`src/rtl/fixed_point_pkg.sv`:
```
// fixed_point_pkg: shared state, Booth digit and Q-format helpers for the fixed-point multiplier
package fixed_point_pkg;
  typedef enum logic [1:0] {IDLE, RUN, DONE} state_e;
  typedef enum logic [2:0] {DIG_ZERO, DIG_POS1, DIG_POS2, DIG_NEG1, DIG_NEG2} booth_digit_e;
  // Radix-4 Booth recoding of {b[2i+1], b[2i], b[2i-1]}
  function automatic booth_digit_e booth_decode(input logic [2:0] bits);
    return (bits == 3'b001 || bits == 3'b010) ? DIG_POS1 :
           (bits == 3'b011)                   ? DIG_POS2 :
           (bits == 3'b100)                   ? DIG_NEG2 :
           (bits == 3'b101 || bits == 3'b110) ? DIG_NEG1 : DIG_ZERO;
  endfunction
  // Largest positive two's complement value of width w (w <= 64)
  function automatic logic [63:0] q_max(input int w);
    return (64'd1 << (w - 1)) - 64'd1;
  endfunction
  // Most negative two's complement value of width w, as its bit pattern
  function automatic logic [63:0] q_min(input int w);
    return 64'd1 << (w - 1);
  endfunction
endpackage

```
`src/rtl/booth_radix4_encoder.sv`:
```
// booth_radix4_encoder: selects 0, +-M or +-2M from three multiplier bits
module booth_radix4_encoder
  import fixed_point_pkg::*;
#(
  parameter int PW = 32
) (
  input  logic [2:0]    bits,
  input  logic [PW-1:0] m,
  output logic [PW-1:0] pp
);
  booth_digit_e digit;
  // M is already sign-extended to PW bits, so 2M of the most negative operand keeps its sign
  always_comb begin
    digit = booth_decode(bits);
    pp = (digit == DIG_POS1) ? m :
         (digit == DIG_POS2) ? m << 1 :
         (digit == DIG_NEG1) ? -m :
         (digit == DIG_NEG2) ? -(m << 1) : '0;
  end
endmodule

```
`src/rtl/fixed_point_booth_multiplier_param.sv`:
```
// fixed_point_booth_multiplier_param: sequential radix-4 Booth signed Q-format multiplier
module fixed_point_booth_multiplier_param
  import fixed_point_pkg::*;
#(
  parameter int WIDTH     = 16,
  parameter int FRAC_BITS = 8,
  parameter int SATURATE  = 1,
  parameter int ROUND     = 0
) (
  input  logic             clk,
  input  logic             reset_n,
  input  logic [WIDTH-1:0] a,
  input  logic [WIDTH-1:0] b,
  input  logic             start,
  output logic [WIDTH-1:0] result,
  output logic             overflow_flag,
  output logic             finish,
  output logic             busy
);
  localparam int PW = 2 * WIDTH;
  localparam int CW = $clog2(WIDTH / 2);
  localparam logic [WIDTH-1:0] SAT_MAX = WIDTH'(q_max(WIDTH));
  localparam logic [WIDTH-1:0] SAT_MIN = WIDTH'(q_min(WIDTH));
  localparam logic [PW:0] RND = (ROUND != 0 && FRAC_BITS > 0) ?
    {{PW{1'b0}}, 1'b1} << (FRAC_BITS > 0 ? FRAC_BITS - 1 : 0) : '0;
  state_e state_q, state_d;
  logic start_q;
  logic [PW-1:0] m_q, m_d, acc_q, acc_d, pp, acc_sum;
  logic [WIDTH-1:0] b_q, b_d, result_q, result_d;
  logic prev_q, prev_d, ovf_q, ovf_d;
  logic [CW-1:0] cnt_q, cnt_d;
  logic [PW:0] p_ext;
  logic signed [PW:0] s;
  logic req, last, ovf;
  booth_radix4_encoder #(.PW(PW)) u_enc (
    .bits({b_q[1:0], prev_q}),
    .m   (m_q),
    .pp  (pp)
  );
  // Accumulate, shift M/b by one digit per step, and finalise on the last digit
  always_comb begin
    req = start && !start_q && state_q != RUN;
    last = cnt_q == CW'(WIDTH / 2 - 1);
    acc_sum = acc_q + pp;
    p_ext = {acc_sum[PW-1], acc_sum} + RND;
    s = $signed(p_ext) >>> FRAC_BITS;
    ovf = !(&s[PW:WIDTH-1] || ~|s[PW:WIDTH-1]);
    state_d = state_q;
    m_d = m_q;
    b_d = b_q;
    prev_d = prev_q;
    acc_d = acc_q;
    cnt_d = cnt_q;
    result_d = result_q;
    ovf_d = ovf_q;
    if (req) begin
      state_d = RUN;
      m_d = {{WIDTH{a[WIDTH-1]}}, a};
      b_d = b;
      prev_d = 1'b0;
      acc_d = '0;
      cnt_d = '0;
    end else if (state_q == RUN) begin
      acc_d = acc_sum;
      m_d = m_q << 2;
      b_d = b_q >> 2;
      prev_d = b_q[1];
      cnt_d = cnt_q + CW'(1);
      if (last) begin
        state_d = DONE;
        ovf_d = ovf;
        result_d = (ovf && SATURATE != 0) ? (acc_sum[PW-1] ? SAT_MIN : SAT_MAX) : s[WIDTH-1:0];
      end
    end
  end
  // State and datapath registers; reset aborts any operation in flight
  always_ff @(posedge clk or negedge reset_n) begin
    if (!reset_n) begin
      state_q <= IDLE;
      start_q <= 1'b0;
      m_q <= '0;
      b_q <= '0;
      prev_q <= 1'b0;
      acc_q <= '0;
      cnt_q <= '0;
      result_q <= '0;
      ovf_q <= 1'b0;
    end else begin
      state_q <= state_d;
      start_q <= start;
      m_q <= m_d;
      b_q <= b_d;
      prev_q <= prev_d;
      acc_q <= acc_d;
      cnt_q <= cnt_d;
      result_q <= result_d;
      ovf_q <= ovf_d;
    end
  end
  assign result = result_q;
  assign overflow_flag = ovf_q;
  assign finish = state_q == DONE;
  assign busy = state_q == RUN;
endmodule

```
`config.mk`:
```
export PLATFORM = sky130hd
export DESIGN_NAME = fixed_point_booth_multiplier_param
export DESIGN_NICKNAME = d
export VERILOG_FILES = /design/src/rtl/fixed_point_pkg.sv /design/src/rtl/booth_radix4_encoder.sv /design/src/rtl/fixed_point_booth_multiplier_param.sv
export SDC_FILE = /design/constraint.sdc
export NUM_CORES = 1
export LEC_CHECK = 0
export CORE_ASPECT_RATIO = 0.6
export CORE_MARGIN = 2
export CORE_UTILIZATION = 61
export DETAILED_ROUTE_END_ITERATION = 6
export GPL_TIMING_DRIVEN = 0
export PLACE_DENSITY_LB_ADDON = 0.05
export SKIP_LAST_GASP = 1
export SLEW_MARGIN = 25
export SYNTH_ARGS = -nofsm -noshare
export SYNTH_HDL_FRONTEND = slang
export SYNTH_SLANG_ARGS = --single-unit
```
`constraint.sdc`:
```
create_clock -name clk -period 8.29 [get_ports clk]
set_clock_uncertainty 0.2 [all_clocks]
set_input_delay 1.2435 -clock clk [delete_from_list [all_inputs] [get_ports clk]]
set_output_delay 1.2435 -clock clk [all_outputs]
set_load 0.02 [all_outputs]
```
==> impl_metrics.ini <==
[status]
status = finished with violations
failed_checks = DRC

[clock_network]
htree_levels = 3
cts_buffer_depth = 2
cts-resized-gates = 0
cts_hold_buf = 0
root_buffer = clkbuf_16
clk_pin_slew_ps = 80
cts_made_buffers = 9
cts_setup_buffers = 0
cts_tree = done
clkSinkCount = 104
clk_latency_ps = 350

[sta]
rsz0062_at_grt = false
finalSetupViolations = 0
final.period_utilization = 0.883
worst_pin_slew_ps = 1080
worst_hold_slack_ps = 297
max_freq_mhz = 137
slew_headroom = 0.274
setup_tns_ps = 0
finalCriticalPeriod_ps = 7320
hold_viol = 0
slew_viol_final = 0

[cells_and_area]
drive_above_1_share = 0.0358
fillerInstances = 1024
finalNonFillerCells = 1259
n_antenna_cell = 0
area_growth_pct = 13.0
finalNetCount = 1159

[run]
cap_violations = 0

[logic_synthesis]
synth-edff-count = 0
yosysSeqAreaShare = 0.323
syn_area_um2 = 8060
synthesis.nets = 1094
avgSynthCellArea_um2 = 7.91
syn_inst = 1020
ys_warn_count = 0
synth_flop_cell = dfrtp_1
synth.distinct_cells = 74
synthArstFlopShare = 1.00
ys_seq_elements = 104

[worst_setup_path]
regToRegEndpoint = result[7]$_DFFE_PN0P_
r2r_cells = 19
reg2reg_from = m_q[2]$_DFFE_PN0P_
crit_start = m_q[2]$_DFFE_PN0P_
cp_num_buf_inv = 3
crit_path_cell_trace = buf_2 -> or4_4 -> or4_4 -> clkbuf_1 -> nor2_1 -> xor2_1 -> maj3_1 -> a221oi_1 -> ha_1 -> a21oi_1 -> o21ai_0 -> a221oi_2 -> a211oi_1 -> or3_1 -> a211oi_1 -> or4b_1 -> o31a_1 -> buf_2 -> a221o_1
endpoint = result[7]$_DFFE_PN0P_
crit_slowest_cell = a221oi_2
cp_max_fo = 10
worstPathArrival_ps = 7360
cp.depth = 19
rrSetupSlack_ps = 970
endpoint_kind = flop
cp_data_required_time_ps = 8330
startpoint_type = flop
cpLargestDelayFamily = compound AO/OA/AOI/OAI gates
path_class = reg -> reg
max_stage_delay_ps = 630

[route]
wl_per_cell_um = 21.8
dr.pass1.iters = 7
wl_um = 27500
viasPerCell = 6.81
dr_total_vias = 8571
drc = 6
drt_iter0_markers = 1255
ant_nets = 0

[global_route]
grt_pass1_wl_um = 43400
grt_pass1_vias = 7669
grt_remaining_overflow = 0
antenna_found_initial = 0
groute.usage.overall = 0.393
grt_max_degree = 69

[floorplan]
initial_core_util = 0.625
dieWidth_um = 152
core_area_um2 = 12900
rows = 32
io_pins = 54
dieArea_um2 = 14200
die_h_um = 93.1

[placement]
io_buffers = 53
gp_congestion = 1.02
dp_cells = 1244
dpl.hpwl_um = 20800

[worst_hold_path]
hold_path_class = reg -> reg
-- placed cells by master (no fill, tap or decap), types with 4 or more instances in the layout --
cell | Yosys | layout
a211oi_1 | 15 | 15
a21boi_0 | 4 | 4
a21o_1 | 9 | 9
a21oi_1 | 93 | 93
a221o_1 | 17 | 17
a221oi_1 | 8 | 8
a22o_1 | 30 | 30
a22oi_1 | 7 | 7
a31oi_1 | 32 | 32
and2_1 | 5 | 5
and4_1 | 8 | 8
buf_1 | 7 | 7
clkbuf_1 | 79 | 79
clkbuf_16 | 0 | 9
clkdlybuf4s50_1 | 0 | 52
dfrtp_1 | 104 | 104
ha_1 | 38 | 38
inv_1 | 14 | 14
maj3_1 | 5 | 5
mux2_2 | 5 | 5
mux2i_1 | 10 | 10
nand2_1 | 145 | 145
nand2b_1 | 9 | 9
nand3_1 | 7 | 7
nand4_1 | 10 | 10
nor2_1 | 106 | 106
nor2b_1 | 8 | 8
nor3_1 | 13 | 13
nor4_1 | 10 | 10
o211ai_1 | 4 | 4
o21a_1 | 4 | 4
o21ai_0 | 72 | 72
o21ai_1 | 4 | 4
o21bai_1 | 5 | 5
o22ai_1 | 16 | 16
or3_1 | 10 | 10
xnor2_1 | 26 | 26
xor2_1 | 29 | 29
-- worst register-to-register path: stages (launching register included) --
cell,delay (ps)
dfrtp_1,360
buf_2,170
or4_4,570
or4_4,480
clkbuf_1,320
nor2_1,210
xor2_1,130
maj3_1,380
a221oi_1,530
ha_1,370
a21oi_1,280
o21ai_0,200
a221oi_2,630
a211oi_1,220
or3_1,420
a211oi_1,280
or4b_1,530
o31a_1,370
buf_2,250
a221o_1,300
-- routing by layer --
layer	routed length, um	global-route usage
met5	0	0
met1	12400	0.612
met2	10700	0.526
met3	3850	0.112
met4	538	0.106
-- stage by stage --
stage / utilization / setup WS, ps / instance area, um2
2_1_floorplan: - / 2410 / 8060
3_3_place_gp: 0.683 / 1340 / 8810
3_5_place_dp: 0.685 / 1250 / 8840
4_1_cts: 0.707 / 1220 / 9110
5_1_grt: 0.707 / 736 / 9110
6_report: 0.707 / 971 / 9110
-- synth_stat cells (5+ instances only) --
cell type,number,share of area
a211oi_1,15,0.014
a21o_1,9,0.0084
a21oi_1,93,0.058
a221o_1,17,0.021
a221oi_1,8,0.0087
a22o_1,30,0.033
a22oi_1,7,0.0065
a31oi_1,32,0.025
and2_1,5,0.0039
and4_1,8,0.0087
buf_1,7,0.0033
clkbuf_1,79,0.037
dfrtp_1,104,0.32
ha_1,38,0.059
inv_1,14,0.0065
maj3_1,5,0.0062
mux2_2,5,0.0070
mux2i_1,10,0.012
nand2_1,145,0.067
nand2b_1,9,0.0070
nand3_1,7,0.0043
nand4_1,10,0.0078
nor2_1,106,0.049
nor2b_1,8,0.0062
nor3_1,13,0.0081
nor4_1,10,0.0078
o21ai_0,72,0.045
o21bai_1,5,0.0047
o22ai_1,16,0.012
or3_1,10,0.0078
xnor2_1,26,0.028
xor2_1,29,0.031
-- area by class of cell --
type,instances,area [um2],share of cell area
clock buffer,9,225,0.0247
multi-input combinational,810,5040,0.554
buffer,91,360,0.0395
tap,170,213,0.0233
timing repair buffer,54,559,0.0614
clock inverter,6,51.3,0.00563
inverter,15,56.3,0.00618
sequential,104,2600,0.286
-- sequential cells by signal, summed over array words and instances (netlist names) --
| register | flops |
|---|---|
| prev_q | 1 |
| start_q | 1 |
| cnt_q | 3 |
| b_q | 16 |
| result | 16 |
| state_q | 2 |
| overflow_flag | 1 |
| acc_q | 32 |
| m_q | 32 |
-- worst min-delay path by stage --
stage	start	end	depth (start not counted)	slack [ps]
finish	acc_q[4]$_DFFE_PN0P_	acc_q[4]$_DFFE_PN0P_	2	300
global placement	result[15]$_DFFE_PN0P_	result[15]$_DFFE_PN0P_	2	270
detailed placement	acc_q[4]$_DFFE_PN0P_	acc_q[4]$_DFFE_PN0P_	2	280
floorplan	state_q[1]$_DFFE_PN0P_	state_q[1]$_DFFE_PN0P_	2	250
CTS	acc_q[4]$_DFFE_PN0P_	acc_q[4]$_DFFE_PN0P_	2	290
global route	acc_q[4]$_DFFE_PN0P_	acc_q[4]$_DFFE_PN0P_	2	320
-- cell families (layout without fill, tap and decap cells) --
family          after synthesis  in the layout  share of synthesized area
xor+xnor                     55             55                     0.0597
mux                          15             15                     0.0194
flops                       104            104                      0.323
compound gates              346            346                      0.281
simple gates                350            350                      0.198
fa+ha+maj                    44             44                     0.0677
buf+inv                     106            175                     0.0517
Power is not shown: default switching activity piles up to over one toggle a cycle in this logic, so the estimate is an artifact.
